File: src/rtl/wb_regfile_pkg.sv
// -----------------------------------------------------------------------------
// wb_regfile_pkg
//
// Shared constants for the write-back stage and register file. Default bus
// widths, register count and the polarity encodings for reset, write enable and
// read enable. These were the old `defines.v` macros; they live here as
// typed localparams so every user gets them through one import.
//
// Contents:
//   RegBusW     default data width of a general-purpose register
//   RegAddrW    default register address width
//   RegNum      number of architectural registers (2^RegAddrW)
//   ZeroWord    all-zero value of the default data width
//   RstEnable   level of the active-low reset when asserted
//   WriteEnable / WriteDisable, ReadEnable / ReadDisable
//   reg_bus_t, reg_addr_t  default-width convenience types
// -----------------------------------------------------------------------------
package wb_regfile_pkg;

  localparam int unsigned RegBusW  = 32;
  localparam int unsigned RegAddrW = 5;
  localparam int unsigned RegNum   = 1 << RegAddrW;

  typedef logic [RegBusW-1:0]  reg_bus_t;
  typedef logic [RegAddrW-1:0] reg_addr_t;

  localparam reg_bus_t ZeroWord = '0;

  localparam logic RstEnable    = 1'b0;
  localparam logic WriteEnable  = 1'b1;
  localparam logic WriteDisable = 1'b0;
  localparam logic ReadEnable   = 1'b1;
  localparam logic ReadDisable  = 1'b0;

endpackage

File: src/rtl/wb_regfile_gpr.sv
// -----------------------------------------------------------------------------
// wb_regfile_gpr  (general-purpose register array)
//
// Raw 2^ADDR_W x DATA_W storage. One synchronous write port and two
// asynchronous read ports. A synchronous active-low reset clears every entry
// and suppresses the write on that edge. No register-0 protection and no
// bypassing here; the parent owns both.
//
// Ports:
//   clk        clock, all updates on the rising edge
//   rst        synchronous reset, active-low
//   we_i       write enable
//   waddr_i    write address
//   wdata_i    write data
//   raddr1_i   read address, port 1
//   raddr2_i   read address, port 2
//   rdata1_o   raw array contents at raddr1_i
//   rdata2_o   raw array contents at raddr2_i
// -----------------------------------------------------------------------------
module wb_regfile_gpr
  import wb_regfile_pkg::*;
#(
  parameter int unsigned DATA_W = RegBusW,
  parameter int unsigned ADDR_W = RegAddrW
) (
  input  logic              clk,
  input  logic              rst,
  input  logic              we_i,
  input  logic [ADDR_W-1:0] waddr_i,
  input  logic [DATA_W-1:0] wdata_i,
  input  logic [ADDR_W-1:0] raddr1_i,
  input  logic [ADDR_W-1:0] raddr2_i,
  output logic [DATA_W-1:0] rdata1_o,
  output logic [DATA_W-1:0] rdata2_o
);

  localparam int unsigned Depth = 1 << ADDR_W;

  logic [DATA_W-1:0] r_mem [Depth];

  always_ff @(posedge clk) begin
    if (rst == RstEnable) begin
      for (int unsigned i = 0; i < Depth; i++) begin
        r_mem[i] <= '0;
      end
    end else if (we_i == WriteEnable) begin
      r_mem[waddr_i] <= wdata_i;
    end
  end

  assign rdata1_o = r_mem[raddr1_i];
  assign rdata2_o = r_mem[raddr2_i];

endmodule

File: src/rtl/wb_regfile.sv
// -----------------------------------------------------------------------------
// wb_regfile
//
// Write-back stage plus general-purpose register file. The execute result
// (data, destination, write enable) is captured in a stallable/flushable latch;
// the latched result is committed to the register array on the following edge.
// Two combinational read ports serve decode, bypassing first from the incoming
// execute result and then from the latched result. Register 0 reads as zero
// and is never written.
//
// Ports:
//   clk                   clock, all state updates on the rising edge
//   rst                   synchronous reset, active-low
//   stall_i               hold the write-back latch
//   flush_i               clear the write-back latch (wins over stall)
//   ex_wdata_i            execute-stage result data
//   ex_wd_i               execute-stage destination register
//   ex_wreg_i             execute-stage write enable
//   re1_i, re2_i          read-port enables
//   raddr1_i, raddr2_i    read-port addresses
//   rdata1_o, rdata2_o    read data (combinational)
//   wb_wdata_o            latched data
//   wb_wd_o               latched destination
//   wb_wreg_o             latched write enable
// -----------------------------------------------------------------------------
module wb_regfile
  import wb_regfile_pkg::*;
#(
  parameter int unsigned DATA_W = RegBusW,
  parameter int unsigned ADDR_W = RegAddrW
) (
  input  logic              clk,
  input  logic              rst,
  input  logic              stall_i,
  input  logic              flush_i,
  input  logic [DATA_W-1:0] ex_wdata_i,
  input  logic [ADDR_W-1:0] ex_wd_i,
  input  logic              ex_wreg_i,
  input  logic              re1_i,
  input  logic              re2_i,
  input  logic [ADDR_W-1:0] raddr1_i,
  input  logic [ADDR_W-1:0] raddr2_i,
  output logic [DATA_W-1:0] rdata1_o,
  output logic [DATA_W-1:0] rdata2_o,
  output logic [DATA_W-1:0] wb_wdata_o,
  output logic [ADDR_W-1:0] wb_wd_o,
  output logic              wb_wreg_o
);

  // ---------------------------------------------------------------------------
  // Write-back latch
  // ---------------------------------------------------------------------------
  logic [DATA_W-1:0] r_wb_wdata;
  logic [ADDR_W-1:0] r_wb_wd;
  logic              r_wb_wreg;

  always_ff @(posedge clk) begin
    if (rst == RstEnable) begin
      r_wb_wdata <= '0;
      r_wb_wd    <= '0;
      r_wb_wreg  <= WriteDisable;
    end else if (flush_i) begin
      r_wb_wdata <= '0;
      r_wb_wd    <= '0;
      r_wb_wreg  <= WriteDisable;
    end else if (!stall_i) begin
      r_wb_wdata <= ex_wdata_i;
      r_wb_wd    <= ex_wd_i;
      r_wb_wreg  <= ex_wreg_i;
    end
  end

  assign wb_wdata_o = r_wb_wdata;
  assign wb_wd_o    = r_wb_wd;
  assign wb_wreg_o  = r_wb_wreg;

  // ---------------------------------------------------------------------------
  // Register array
  // ---------------------------------------------------------------------------
  // Commit uses the pre-edge latch contents, so it is independent of stall and
  // flush: a flush only drops the entry arriving from execute. Under stall the
  // same entry is rewritten each cycle with the same value.
  logic              w_arr_we;
  logic [DATA_W-1:0] w_arr_rdata1;
  logic [DATA_W-1:0] w_arr_rdata2;

  assign w_arr_we = (r_wb_wreg == WriteEnable) && (r_wb_wd != '0);

  wb_regfile_gpr #(
    .DATA_W (DATA_W),
    .ADDR_W (ADDR_W)
  ) u_gpr (
    .clk      (clk),
    .rst      (rst),
    .we_i     (w_arr_we),
    .waddr_i  (r_wb_wd),
    .wdata_i  (r_wb_wdata),
    .raddr1_i (raddr1_i),
    .raddr2_i (raddr2_i),
    .rdata1_o (w_arr_rdata1),
    .rdata2_o (w_arr_rdata2)
  );

  // ---------------------------------------------------------------------------
  // Read ports: zero guard, then execute bypass, then latch bypass, then array
  // ---------------------------------------------------------------------------
  logic w_ex_hit1, w_ex_hit2;
  logic w_wb_hit1, w_wb_hit2;

  assign w_ex_hit1 = (ex_wreg_i == WriteEnable) && (ex_wd_i == raddr1_i);
  assign w_ex_hit2 = (ex_wreg_i == WriteEnable) && (ex_wd_i == raddr2_i);
  assign w_wb_hit1 = (r_wb_wreg == WriteEnable) && (r_wb_wd == raddr1_i);
  assign w_wb_hit2 = (r_wb_wreg == WriteEnable) && (r_wb_wd == raddr2_i);

  always_comb begin
    rdata1_o = '0;
    if ((rst == RstEnable) || (re1_i == ReadDisable) || (raddr1_i == '0)) begin
      rdata1_o = '0;
    end else if (w_ex_hit1) begin
      rdata1_o = ex_wdata_i;
    end else if (w_wb_hit1) begin
      rdata1_o = r_wb_wdata;
    end else begin
      rdata1_o = w_arr_rdata1;
    end
  end

  always_comb begin
    rdata2_o = '0;
    if ((rst == RstEnable) || (re2_i == ReadDisable) || (raddr2_i == '0)) begin
      rdata2_o = '0;
    end else if (w_ex_hit2) begin
      rdata2_o = ex_wdata_i;
    end else if (w_wb_hit2) begin
      rdata2_o = r_wb_wdata;
    end else begin
      rdata2_o = w_arr_rdata2;
    end
  end

endmodule

File: config.mk
export PLATFORM = sky130hd
export DESIGN_NAME = wb_regfile
export DESIGN_NICKNAME = d
export VERILOG_FILES = /design/src/rtl/wb_regfile_pkg.sv /design/src/rtl/wb_regfile_gpr.sv /design/src/rtl/wb_regfile.sv
export SDC_FILE = /design/constraint.sdc
export NUM_CORES = 2
export LEC_CHECK = 0
export ABC_AREA = 1
export BUFFER_PORTS_ARGS = -buffer_cell sky130_fd_sc_hd__buf_2
export CAP_MARGIN = 10
export CELL_PAD_IN_SITES_DETAIL_PLACEMENT = 0
export CELL_PAD_IN_SITES_GLOBAL_PLACEMENT = 1
export CORE_UTILIZATION = 47
export CTS_CLUSTER_SIZE = 8
export DETAILED_ROUTE_END_ITERATION = 10
export PLACE_DENSITY = 0.91
export REMOVE_ABC_BUFFERS = 1
export SYNTH_ARGS = -nofsm -noshare
export SYNTH_HDL_FRONTEND = slang
export SYNTH_HIERARCHICAL = 1
export SYNTH_SLANG_ARGS = --single-unit
File: constraint.sdc
create_clock -name clk -period 4.1 [get_ports clk]
set_clock_uncertainty 0.2 [all_clocks]
set_input_delay 0.41 -clock clk [delete_from_list [all_inputs] [get_ports clk]]
set_output_delay 0.41 -clock clk [all_outputs]
set_load 0.01 [all_outputs]
==> impl_metrics.json <==
{
  "status": "finished, final reports clean",
  "clk_latency_ps": 770,
  "crit_type": "reg2out",
  "drt_pre_antenna_iters": 9,
  "core_mm2": 0.128,
  "initial_utilization": 0.474,
  "synth_commonest_cells": "3195 x nand2_1, 1671 x nand3_1, 1158 x nor2_1",
  "dieArea_mm2": 0.130,
  "synth_top_area_cell": "edfxtp_1",
  "ctsResizeCount": 0,
  "overflow": 0,
  "antenna_found_initial": 5,
  "die_h_um": 361,
  "hold_viol_final": 0,
  "r2r_slack_ps": 880,
  "via_count": 59900,
  "cts_setup_buffers": 0,
  "synth.cell_area_mm2": 0.0605,
  "grtUsageTotal": 0.373,
  "rr_endpoint": "u_gpr/r_mem[13][1]",
  "rr_worst_depth": 9,
  "drc_errors": 0,
  "tightest_slew_ps": 1280,
  "synth.top_cell.area_share": 0.508,
  "clock_path_buffers": 3,
  "post-route-worst-setup-slack_ps": 103,
  "end_kind": "primary output",
  "synth-main-ff-cell": "edfxtp_1",
  "hold_depth": 4,
  "cp_data_required_time_ps": 3490,
  "path_clk_slew_ps": 50,
  "ys_types": 23,
  "placedCellCount": 9346,
  "cts-root-buf": "clkbuf_16",
  "synthMuxAreaShare": 0,
  "die_w_um": 361,
  "drive_gt1_frac": 0.0811,
  "io_pins": 156,
  "routabilityCongestion": 0.932,
  "cap_violations": 0,
  "grt_pass1_vias": 56000,
  "ys_seq_elements": 1062,
  "met2_length_mm": 106,
  "netlist_top_cells_area": "edfxtp_1 51%, nand2_1 20%, nand3_1 14%, nor2_1 7.2%, buf_2 2.8%",
  "synth.avg_cell_area_um2": 7.58,
  "crit_fanout": 12,
  "cts_buffers": 151,
  "slew_headroom": 0.144,
  "place_hpwl_mm": 142,
  "ant_nets": 0,
  "grt_pass1_wl_mm": 360,
  "slowest_stage": "nand3_2",
  "io_buffers": 155,
  "r2r-start": "wb_wd_o[0]",
  "min_period_ps": 4000,
  "crit_chain": "inv_1 -> nand2_1 -> nand2_1 -> nor2_1 -> nand3_2 -> nand2_1 -> nand3_1 -> nand2_1 -> inv_1 -> buf_2",
  "drtIter0Drc": 11100,
  "synthSimpleGateAreaFrac": 0.413,
  "hold_path_class": "in2reg",
  "rsz0062_at_grt": "false",
  "synthAdderAreaFrac": 0,
  "vias_per_cell": 6.23,
  "yosys_warnings": 6,
  "grt_max_degree": 118,
  "top_layer_used": "met5",
  "htreeDepth": 4,
  "crit_arrival_ps": 3390,
  "p_leak_nw": 27.5,
  "rows": 131,
  "wl_met3_mm": 39.8,
  "post_drt_wl_per_cell_um": 26.0,
  "async_flop_share": 0,
  "startpoint_type": "register",
  "num-fill-cells": 11800,
  "wl_mm": 250,
  "wl_met1_mm": 87.9,
  "postSynthCellCount": 7982,
  "fmax_mhz": 250,
  "path_common_cell": "nand2_1",
  "slowest_delay_ps": 620,
  "ys_seq_area_frac": 0.521,
  "report.final.slew_viol_count": 0,
  "synth-compound-area-share": 0.00397,
  "vdd_drop_max_v": 0.000378,
  "min_to": "wb_wdata_o[28]",
  "cts.sinks": 1062,
  "power_density_mw_per_mm2": 409,
  "antennaDiodeCount": 0,
  "synth_top_family_by_area": "simple AND/OR/NAND/NOR gates",
  "cts_tree": "built",
  "multi_input_area_mm2": 0.0254,
  "setup_viol": 0,
  "final-seq-area_mm2": 0.0315,
  "min_period_over_period": 0.975,
  "synth_edf_count": 1024,
  "pre_cts_slack_ps": 747,
  "yosysMostFrequentCell": "nand2_1",
  "fin_nets": 7933,
  "hold_start": "stall_i",
  "synth_xor_area_frac": 0,
  "final_cells": 9620,
  "layout-area-overhead-vs-synth_pct": 11.9
}
## registers in the layout (all words and copies together), names as in the netlist
name / flops
wb_wreg_o: 1
wb_wd_o: 5
wb_wdata_o: 32
u_gpr/r_mem: 1024
## placed cells by master (no fill, tap or decap), types with 49 or more instances in the layout
master	n
buf_12	67
buf_2	147
buf_4	162
clkbuf_1	66
clkbuf_16	153
edfxtp_1	1024
inv_1	119
nand2_1	3146
nand2_2	49
nand3_1	1668
nor2_1	1158
## power breakdown
| group | total, W | internal, W | switching (W) |
|---|---|---|---|
| clock | 0.0117 | 0.00684 | 0.00482 |
| sequential | 0.0124 | 0.0122 | 0.000201 |
| combinational | 0.00358 | 0.000935 | 0.00264 |
## stage by stage
step	util	total power (W)	hold slack, ps	instance area [um^2]	setup TNS, ps
2_1_floorplan	-	0.0143	306	57200	-107730
3_3_place_gp	0.493	0.0160	302	62900	0
3_5_place_dp	0.493	0.0160	309	62900	0
4_1_cts	0.529	0.0275	117	67500	0
5_1_grt	0.530	0.0283	176	67700	0
6_report	0.530	0.0277	175	67700	0
## critical path, delay by kind of cell (launching register included)
kind,cells,cell delay (ps)
buf+inv,3,370
flops,1,540
simple gates,7,1710
## logic make-up after synthesis
kind of cell / count (synthesis)
flip-flops: 1062
AO/OA/AOI/OAI: 45
buffers and inverters: 817
AND/OR/NAND/NOR: 6058
## area by class of cell
cell class / instances / area share
well taps: 1662 / 0.0307
clock buffers: 219 / 0.0602
flip-flops and latches: 1062 / 0.466
multi-input cells: 6103 / 0.375
clock inverters: 13 / 0.00303
inverters: 137 / 0.00819
repair buffers: 424 / 0.0571
## how the worst max path moves through the flow
stage | start | to | slack (ps) | cells past startpoint
4_1_cts | wb_wd_o[0] | rdata2_o[13] | 230 | 11
5_1_grt | wb_wd_o[0] | rdata2_o[4] | 0.4 | 10
3_5_place_dp | raddr2_i[0] | rdata2_o[4] | 750 | 16
6_report | wb_wd_o[0] | rdata2_o[4] | 100 | 10
3_3_place_gp | raddr1_i[0] | rdata1_o[1] | 750 | 17
2_1_floorplan | raddr2_i[0] | rdata2_o[31] | -1700 | 13
## timing repair
item                                    4_1_cts  5_1_grt
hold buffers                                 38        0
endpoints found under the hold margin        38        0
endpoints found under the setup margin        0        0
## routing by layer
metal | track usage | up-vias
met3 | 0.116 | 1085
li1 | - | 25900
met1 | 0.480 | 27800
met4 | 0.221 | 2
met5 | 0 | -
met2 | 0.549 | 5165
(Power assumes the default switching activity.)
